===== src/rtl/arith_sched_pkg.sv =====
// +----------------------------------------------------------------------+
// | arith_sched_pkg: opcodes, FSM states and single-cycle result function |
// | Revision: 1.0                                                         |
// +----------------------------------------------------------------------+
`default_nettype none

package arith_sched_pkg;

  localparam int MAXW = 32;

  typedef enum logic [3:0] {
    OP_AND  = 4'd0,  OP_OR  = 4'd1,  OP_XOR = 4'd2,  OP_ADD = 4'd3,
    OP_SUB  = 4'd4,  OP_MUL = 4'd5,  OP_DIV = 4'd6,  OP_LAND = 4'd7,
    OP_LOR  = 4'd8,  OP_EQ  = 4'd9,  OP_NE  = 4'd10, OP_LT  = 4'd11,
    OP_LE   = 4'd12, OP_GE  = 4'd13, OP_GT  = 4'd14, OP_ILL = 4'd15
  } op_e;

  typedef enum logic [1:0] {
    ST_IDLE   = 2'd0,
    ST_DIVIDE = 2'd1,
    ST_RESP   = 2'd2
  } state_e;

  // Operands arrive zero-extended to MAXW; callers truncate to 2*WIDTH,
  // which keeps SUB correct modulo 2^(2*WIDTH).
  function automatic logic [2*MAXW-1:0] alu_result(input op_e op,
                                                   input logic [MAXW-1:0] a,
                                                   input logic [MAXW-1:0] b);
    logic [2*MAXW-1:0] ax, bx, res;
    ax  = {{MAXW{1'b0}}, a};
    bx  = {{MAXW{1'b0}}, b};
    res = '0;
    case (op)
      OP_AND:  res = ax & bx;
      OP_OR:   res = ax | bx;
      OP_XOR:  res = ax ^ bx;
      OP_ADD:  res = ax + bx;
      OP_SUB:  res = ax - bx;
      OP_MUL:  res = ax * bx;
      OP_LAND: res[0] = (a != '0) && (b != '0);
      OP_LOR:  res[0] = (a != '0) || (b != '0);
      OP_EQ:   res[0] = (a == b);
      OP_NE:   res[0] = (a != b);
      OP_LT:   res[0] = (a < b);
      OP_LE:   res[0] = (a <= b);
      OP_GE:   res[0] = (a >= b);
      OP_GT:   res[0] = (a > b);
      default: res = '0;
    endcase
    return res;
  endfunction

endpackage

`default_nettype wire


===== src/rtl/arith_sched_div.sv =====
// +----------------------------------------------------------------------+
// | arith_sched_div: WIDTH-cycle restoring divider (ARITH_SCHED_DIV_EN)   |
// | Revision: 1.0                                                         |
// +----------------------------------------------------------------------+
`default_nettype none

module arith_sched_div #(
  parameter int WIDTH = 4
) (
  input  logic             clk,
  input  logic             rst_n,
  input  logic             start,
  input  logic [WIDTH-1:0] a,
  input  logic [WIDTH-1:0] b,
  output logic             done,
  output logic [WIDTH-1:0] quotient,
  output logic [WIDTH-1:0] remainder
);

  localparam int CW = $clog2(WIDTH + 1);

  logic [WIDTH-1:0] rem, quo, div;
  logic [CW-1:0]    cnt;
  logic             busy;
  logic [WIDTH-1:0] cur_rem, cur_quo, cur_div, nxt_rem, nxt_quo;
  logic [WIDTH:0]   shifted;
  logic             ge;

  // The first iteration runs on the start cycle straight from the operands.
  always_comb begin
    cur_rem = start ? '0 : rem;
    cur_quo = start ? a  : quo;
    cur_div = start ? b  : div;
    shifted = {cur_rem, cur_quo[WIDTH-1]};
    ge      = (shifted >= {1'b0, cur_div});
    nxt_rem = ge ? WIDTH'(shifted - {1'b0, cur_div}) : shifted[WIDTH-1:0];
    nxt_quo = WIDTH'({cur_quo, ge});
  end

  always_ff @(posedge clk) begin
    if (!rst_n) begin
      rem  <= '0;
      quo  <= '0;
      div  <= '0;
      cnt  <= '0;
      busy <= 1'b0;
      done <= 1'b0;
    end else begin
      done <= 1'b0;
      if (start) begin
        rem  <= nxt_rem;
        quo  <= nxt_quo;
        div  <= b;
        cnt  <= CW'(1);
        busy <= (WIDTH > 1);
        done <= (WIDTH == 1);
      end else if (busy) begin
        rem <= nxt_rem;
        quo <= nxt_quo;
        cnt <= cnt + CW'(1);
        if (cnt == CW'(WIDTH - 1)) begin
          busy <= 1'b0;
          done <= 1'b1;
        end
      end
    end
  end

  assign quotient  = quo;
  assign remainder = rem;

endmodule

`default_nettype wire


===== src/rtl/arith_sched.sv =====
// +----------------------------------------------------------------------+
// | arith_sched: round-robin sequencer sharing one ALU among NREQ users;  |
// | iterative DIV present only when ARITH_SCHED_DIV_EN is defined.        |
// | Revision: 1.0                                                         |
// +----------------------------------------------------------------------+
`default_nettype none

module arith_sched
  import arith_sched_pkg::*;
#(
  parameter int NREQ  = 2,
  parameter int WIDTH = 4,
  parameter int IDW   = 3
) (
  input  logic                  clk,
  input  logic                  rst_n,
  input  logic [NREQ-1:0]       req_valid,
  output logic [NREQ-1:0]       req_ready,
  input  logic [NREQ*4-1:0]     req_op,
  input  logic [NREQ*WIDTH-1:0] req_a,
  input  logic [NREQ*WIDTH-1:0] req_b,
  output logic                  rsp_valid,
  input  logic                  rsp_ready,
  output logic [IDW-1:0]        rsp_id,
  output logic [2*WIDTH-1:0]    rsp_data,
  output logic                  rsp_err
);

  state_e           state;
  logic [IDW-1:0]   rr_ptr, gnt_idx, next_ptr, off;
  logic [IDW:0]     sum;
  logic [NREQ-1:0]  rot;
  logic             found, fire;
  op_e              sel_op;
  logic [WIDTH-1:0] sel_a, sel_b;

  // Rotate so bit 0 is the requester at rr_ptr; lowest set bit wins.
  always_comb begin
    rot   = NREQ'({req_valid, req_valid} >> rr_ptr);
    found = 1'b0;
    off   = '0;
    for (int k = NREQ - 1; k >= 0; k--) begin
      if (rot[k]) begin
        found = 1'b1;
        off   = IDW'(k);
      end
    end
    sum     = {1'b0, rr_ptr} + {1'b0, off};
    gnt_idx = (sum >= (IDW+1)'(NREQ)) ? IDW'(sum - (IDW+1)'(NREQ)) : IDW'(sum);
  end

  assign fire      = rst_n && (state == ST_IDLE) && found;
  assign req_ready = fire ? (NREQ'(1) << gnt_idx) : '0;
  assign next_ptr  = (gnt_idx == IDW'(NREQ - 1)) ? '0 : gnt_idx + IDW'(1);
  assign sel_op    = op_e'(4'(req_op >> {gnt_idx, 2'b00}));
  assign sel_a     = WIDTH'(req_a >> (int'(gnt_idx) * WIDTH));
  assign sel_b     = WIDTH'(req_b >> (int'(gnt_idx) * WIDTH));

`ifdef ARITH_SCHED_DIV_EN
  logic             div_start, div_done;
  logic [WIDTH-1:0] div_quo, div_rem;

  assign div_start = fire && (sel_op == OP_DIV) && (sel_b != '0);

  arith_sched_div #(.WIDTH(WIDTH)) u_div (
    .clk       (clk),
    .rst_n     (rst_n),
    .start     (div_start),
    .a         (sel_a),
    .b         (sel_b),
    .done      (div_done),
    .quotient  (div_quo),
    .remainder (div_rem)
  );
`endif

  always_ff @(posedge clk) begin
    if (!rst_n) begin
      state     <= ST_IDLE;
      rr_ptr    <= '0;
      rsp_valid <= 1'b0;
      rsp_id    <= '0;
      rsp_data  <= '0;
      rsp_err   <= 1'b0;
    end else begin
      case (state)
        ST_IDLE: begin
          if (fire) begin
            rr_ptr <= next_ptr;
            rsp_id <= gnt_idx;
            if (sel_op == OP_DIV) begin
`ifdef ARITH_SCHED_DIV_EN
              if (sel_b != '0) begin
                state <= ST_DIVIDE;
              end else begin
                rsp_data  <= {{WIDTH{1'b0}}, {WIDTH{1'b1}}};
                rsp_err   <= 1'b1;
                rsp_valid <= 1'b1;
                state     <= ST_RESP;
              end
`else
              rsp_data  <= '0;
              rsp_err   <= 1'b1;
              rsp_valid <= 1'b1;
              state     <= ST_RESP;
`endif
            end else begin
              rsp_data  <= (2*WIDTH)'(alu_result(sel_op, MAXW'(sel_a), MAXW'(sel_b)));
              rsp_err   <= (sel_op == OP_ILL);
              rsp_valid <= 1'b1;
              state     <= ST_RESP;
            end
          end
        end
`ifdef ARITH_SCHED_DIV_EN
        ST_DIVIDE: begin
          if (div_done) begin
            rsp_data  <= {div_rem, div_quo};
            rsp_err   <= 1'b0;
            rsp_valid <= 1'b1;
            state     <= ST_RESP;
          end
        end
`endif
        ST_RESP: begin
          if (rsp_ready) begin
            rsp_valid <= 1'b0;
            state     <= ST_IDLE;
          end
        end
        default: state <= ST_IDLE;
      endcase
    end
  end

endmodule

`default_nettype wire


===== config.mk =====
export PLATFORM = sky130hd
export DESIGN_NAME = arith_sched
export DESIGN_NICKNAME = d
export VERILOG_FILES = /design/src/rtl/arith_sched_pkg.sv /design/src/rtl/arith_sched_div.sv /design/src/rtl/arith_sched.sv
export SDC_FILE = /design/constraint.sdc
export NUM_CORES = 1
export LEC_CHECK = 0
export BUFFER_PORTS_ARGS = -buffer_cell sky130_fd_sc_hd__buf_2
export CAP_MARGIN = 20
export CORE_ASPECT_RATIO = 0.7
export CORE_UTILIZATION = 30
export DETAILED_ROUTE_END_ITERATION = 10
export PLACE_DENSITY_LB_ADDON = 0.2
export REMOVE_ABC_BUFFERS = 1
export SETUP_SLACK_MARGIN = 0.05
export SKIP_LAST_GASP = 1
export SLEW_MARGIN = 20
export SYNTH_ARGS = -nofsm -noshare
export SYNTH_HDL_FRONTEND = slang
export SYNTH_SLANG_ARGS = --single-unit

===== constraint.sdc =====
create_clock -name clk -period 6.5 [get_ports clk]
set_input_delay 1.3 -clock clk [delete_from_list [all_inputs] [get_ports clk]]
set_output_delay 1.3 -clock clk [all_outputs]
set_load 0.01 [all_outputs]

==> flow_metrics.tcl <==
set metrics [dict create \
    outcome "completed" \
    slew_viol_final 0 \
    clk-insertion-delay-late_ns 0.25 \
    final_core_utilization_pct 37.3 \
    placementRows 24 \
    reg2reg_to "rsp_data[7]$_SDFFE_PN0P_" \
    dieArea_sq_um 7200 \
    cts_resized 0 \
    syn_inst 263 \
    post-cts-setup-buffers 0 \
    timing.fmax_ghz 0.194 \
    p_sw_uw 200 \
    min_to "rsp_err$_SDFFE_PN0P_" \
    antenna_found_initial 0 \
    core_area_sq_um 6430 \
    power.share.switching_pct 43.1 \
    cts_hold_buf 0 \
    io_pins 44 \
    setup.worst_path.class "in2reg" \
    max_slew_margin_pct 51.6 \
    r2r_cells 17 \
    die_height_um 71.3 \
    wirelength_um 6150 \
    synthDistinctLibCells 59 \
    num_vias 2123 \
    rsz0062_at_grt "false" \
    cp_data_arrival_time_ns 5.29 \
    p_seq_share_pct 22.9 \
    post_drt_wl_per_cell_um 15.6 \
    crit_start "req_valid[1]" \
    cts.path.max_buffers 2 \
    cts.clk_slew.worst_paths_ns 0.07 \
    viasPerCell 5.40 \
    fin_skew_ns 0.00141 \
    p_leak_uw 0.00114 \
    p_per_area_nw_per_um2 194 \
    internal_power_uw 264 \
    cts_tree "yes" \
    drive_above_1_share_pct 20.2 \
    port_buffers 43 \
    finalWeightedCongestion 0.916 \
    final-setup-viol-count 0 \
    clock_tree.root_cell "clkbuf_8" \
    min_from "rsp_err$_SDFFE_PN0P_" \
    ant_nets 0 \
    max_cap_viol_count 0 \
    tightest_slew_ns 0.726 \
    power_uw 465 \
    synth-main-ff-cell "dfxtp_1" \
    clock-sinks 16 \
    min_path_cells 2 \
    dp_hpwl_um 5160 \
    max-vdd-ir-drop_mv 0.0823 \
    avgSynthCellArea_sq_um 7.83 \
    period_needed_ns 5.15 \
    ys_ff_latch 16 \
    required_ns 6.64 \
    grtUsageTotal_pct 17.5 \
    r2r_start "rr_ptr[2]$_SDFFE_PN0P_" \
    numCtsBuffers 3 \
    nets 361 \
    hold_path_class "reg2reg" \
    worst_setup_path_end_kind "flop" \
    final_cell_count_no_fill 393 \
    r2r_setup_slack_ns 2.03 \
    power_frac_clock_pct 19.2 \
    startpoint_type "input port" \
    fin_tns_setup_ns 0 \
    min_period_over_period_pct 79.2 \
    hold_viol_final 0 \
    dp.cells 389 \
    grt_start_max_net_pins 23 \
    grt_pass1_vias 1912 \
    yosysWarnings 0 \
    htreeDepth 1 \
    dieWidth_um 101 \
    diodes 0 \
    syn2layout_area_growth_pct 16.6 \
    first_pass_iters 5 \
    syn-cell-area_sq_um 2060 \
    grt_overflow 0 \
    start_util_pct 32.0 \
    p_comb_share_pct 57.8 \
    drc 0 \
    ys_seq_area_share_pct 15.6 \
    async_flop_share_pct 0 \
    grt_pass1_wl_um 9800 \
    cp_max_fo 17 \
    drtIter0Drc 165 \
    synth_edf_count 0 \
]
==> power by group through the flow <==
| stage | logic (uW) | clock network, uW | registers (uW) |
|---|---|---|---|
| floorplan | 189 | 0 | 110 |
| global placement | 267 | 0 | 109 |
| detailed placement | 266 | 0 | 109 |
| CTS | 268 | 92.5 | 107 |
| global route | 300 | 99.2 | 107 |
| finish | 269 | 89.4 | 107 |
==> kinds of logic (layout without fill, tap and decap cells) <==
| kind of cell | after synthesis | in the layout | share of synthesized area [%] |
|---|---|---|---|
| buffers and inverters | 32 | 71 | 6.63 |
| muxes | 4 | 4 | 2.01 |
| xor gates and xnor gates | 8 | 8 | 3.40 |
| AOI/OAI and AO/OA | 85 | 85 | 31.3 |
| DFF | 16 | 16 | 15.6 |
| and+or+nand+nor | 89 | 89 | 21.6 |
| adders and majority gates | 29 | 29 | 19.5 |
==> placed cells by master (no fill, tap or decap), drive strengths merged, types with 11 or more instances in the layout <==
cell type	synthesis	routed
dfxtp	16	16
ha	24	24
inv	21	21
buf	3	44
nand2	11	11
nor2	37	37
a22oi	17	17
a21oi	11	11
o21ai	12	12
==> final cells by class <==
| cell class | count | area [sq um] |
|---|---|---|
| timing repair buffer | 44 | 223 |
| clock buffer | 4 | 55.1 |
| fill | 712 | 4030 |
| inverter | 23 | 86.3 |
| multi-input combinational | 215 | 1600 |
| sequential | 16 | 320 |
| tap | 91 | 114 |
==> how the worst max path moves through the flow <==
stage                               endpoint  slack, ns  cells after the start
finish              rsp_data[7]$_SDFFE_PN0P_       1.35                     18
CTS                 rsp_data[7]$_SDFFE_PN0P_       1.35                     18
global placement    rsp_data[7]$_SDFFE_PN0P_       1.20                     18
global route        rsp_data[7]$_SDFFE_PN0P_       1.10                     18
floorplan           rsp_data[7]$_SDFFE_PN0P_       1.15                     17
detailed placement  rsp_data[7]$_SDFFE_PN0P_       1.10                     18
==> metrics by stage <==
step / hold slack [ns] / setup slack (ns) / cell area, sq um
after CTS: 0.473 / 1.35 / 2400
after global routing: 0.519 / 1.10 / 2400
after floorplan: 0.491 / 1.15 / 2010
after detailed placement: 0.464 / 1.10 / 2340
final: 0.472 / 1.35 / 2400
after global placement: 0.459 / 1.20 / 2340
==> worst max-delay path, stage by stage <==
cell and delay (ns):
buf_2 0.12, nor2b_1 0.33, o221a_4 0.38, a22oi_1 0.14
or2_2 0.35, inv_1 0.09, nand2_1 0.07, fa_1 0.51
inv_1 0.06, fa_1 0.52, ha_1 0.31, a21o_1 0.15
a21oi_1 0.23, o21bai_1 0.10, a21oi_1 0.17, xor2_1 0.15
o21ai_0 0.08, a32o_1 0.22
==> layer usage <==
| metal | routed length (um) | track usage, % | share of wire [%] | up-vias |
|---|---|---|---|---|
| met5 | 0 | 0 | 0 | - |
| met4 | 19 | 1.45 | 0.31 | 0 |
| met3 | 446 | 2.83 | 7.3 | 4 |
| met2 | 2210 | 23.8 | 36 | 87 |
| met1 | 3470 | 29.1 | 56 | 979 |
| li1 | - | - | - | 1053 |
==> synth_stat cells (all sizes together), types with 2 or more instances <==
library cell | instances | area share, %
or4b | 2 | 1.3
dfxtp | 16 | 16
nor4 | 4 | 1.2
clkinv | 2 | 0.36
nand2b | 2 | 0.61
o221ai | 3 | 1.3
clkbuf | 6 | 1.1
o211ai | 2 | 0.73
nand2 | 11 | 2.0
nor3 | 6 | 1.5
o311ai | 2 | 1.2
a21oi | 11 | 2.7
o21ai | 12 | 2.9
inv | 21 | 3.8
a22o | 4 | 1.7
buf | 3 | 1.3
fa | 5 | 4.9
and2 | 3 | 0.91
a21o | 2 | 0.73
or3 | 2 | 0.61
o31ai | 3 | 1.1
mux2i | 3 | 1.5
o22ai | 6 | 1.8
xnor2 | 5 | 2.1
a32o | 2 | 0.97
xor2 | 3 | 1.3
o21bai | 2 | 0.73
nor2b | 4 | 1.2
nor2 | 37 | 6.7
a221oi | 2 | 0.85
a21boi | 2 | 0.73
ha | 24 | 15
and3 | 4 | 1.2
a211oi | 3 | 1.1
a22oi | 17 | 6.9
or2 | 4 | 1.2
nand3 | 5 | 1.2
==> flip-flops by register name (all words and copies together) (netlist names) <==
| signal | count |
|---|---|
| rr_ptr | 3 |
| rsp_data | 8 |
| rsp_err | 1 |
| rsp_id | 3 |
| rsp_valid | 1 |
Note: power is estimated with default switching activity, not from simulation.
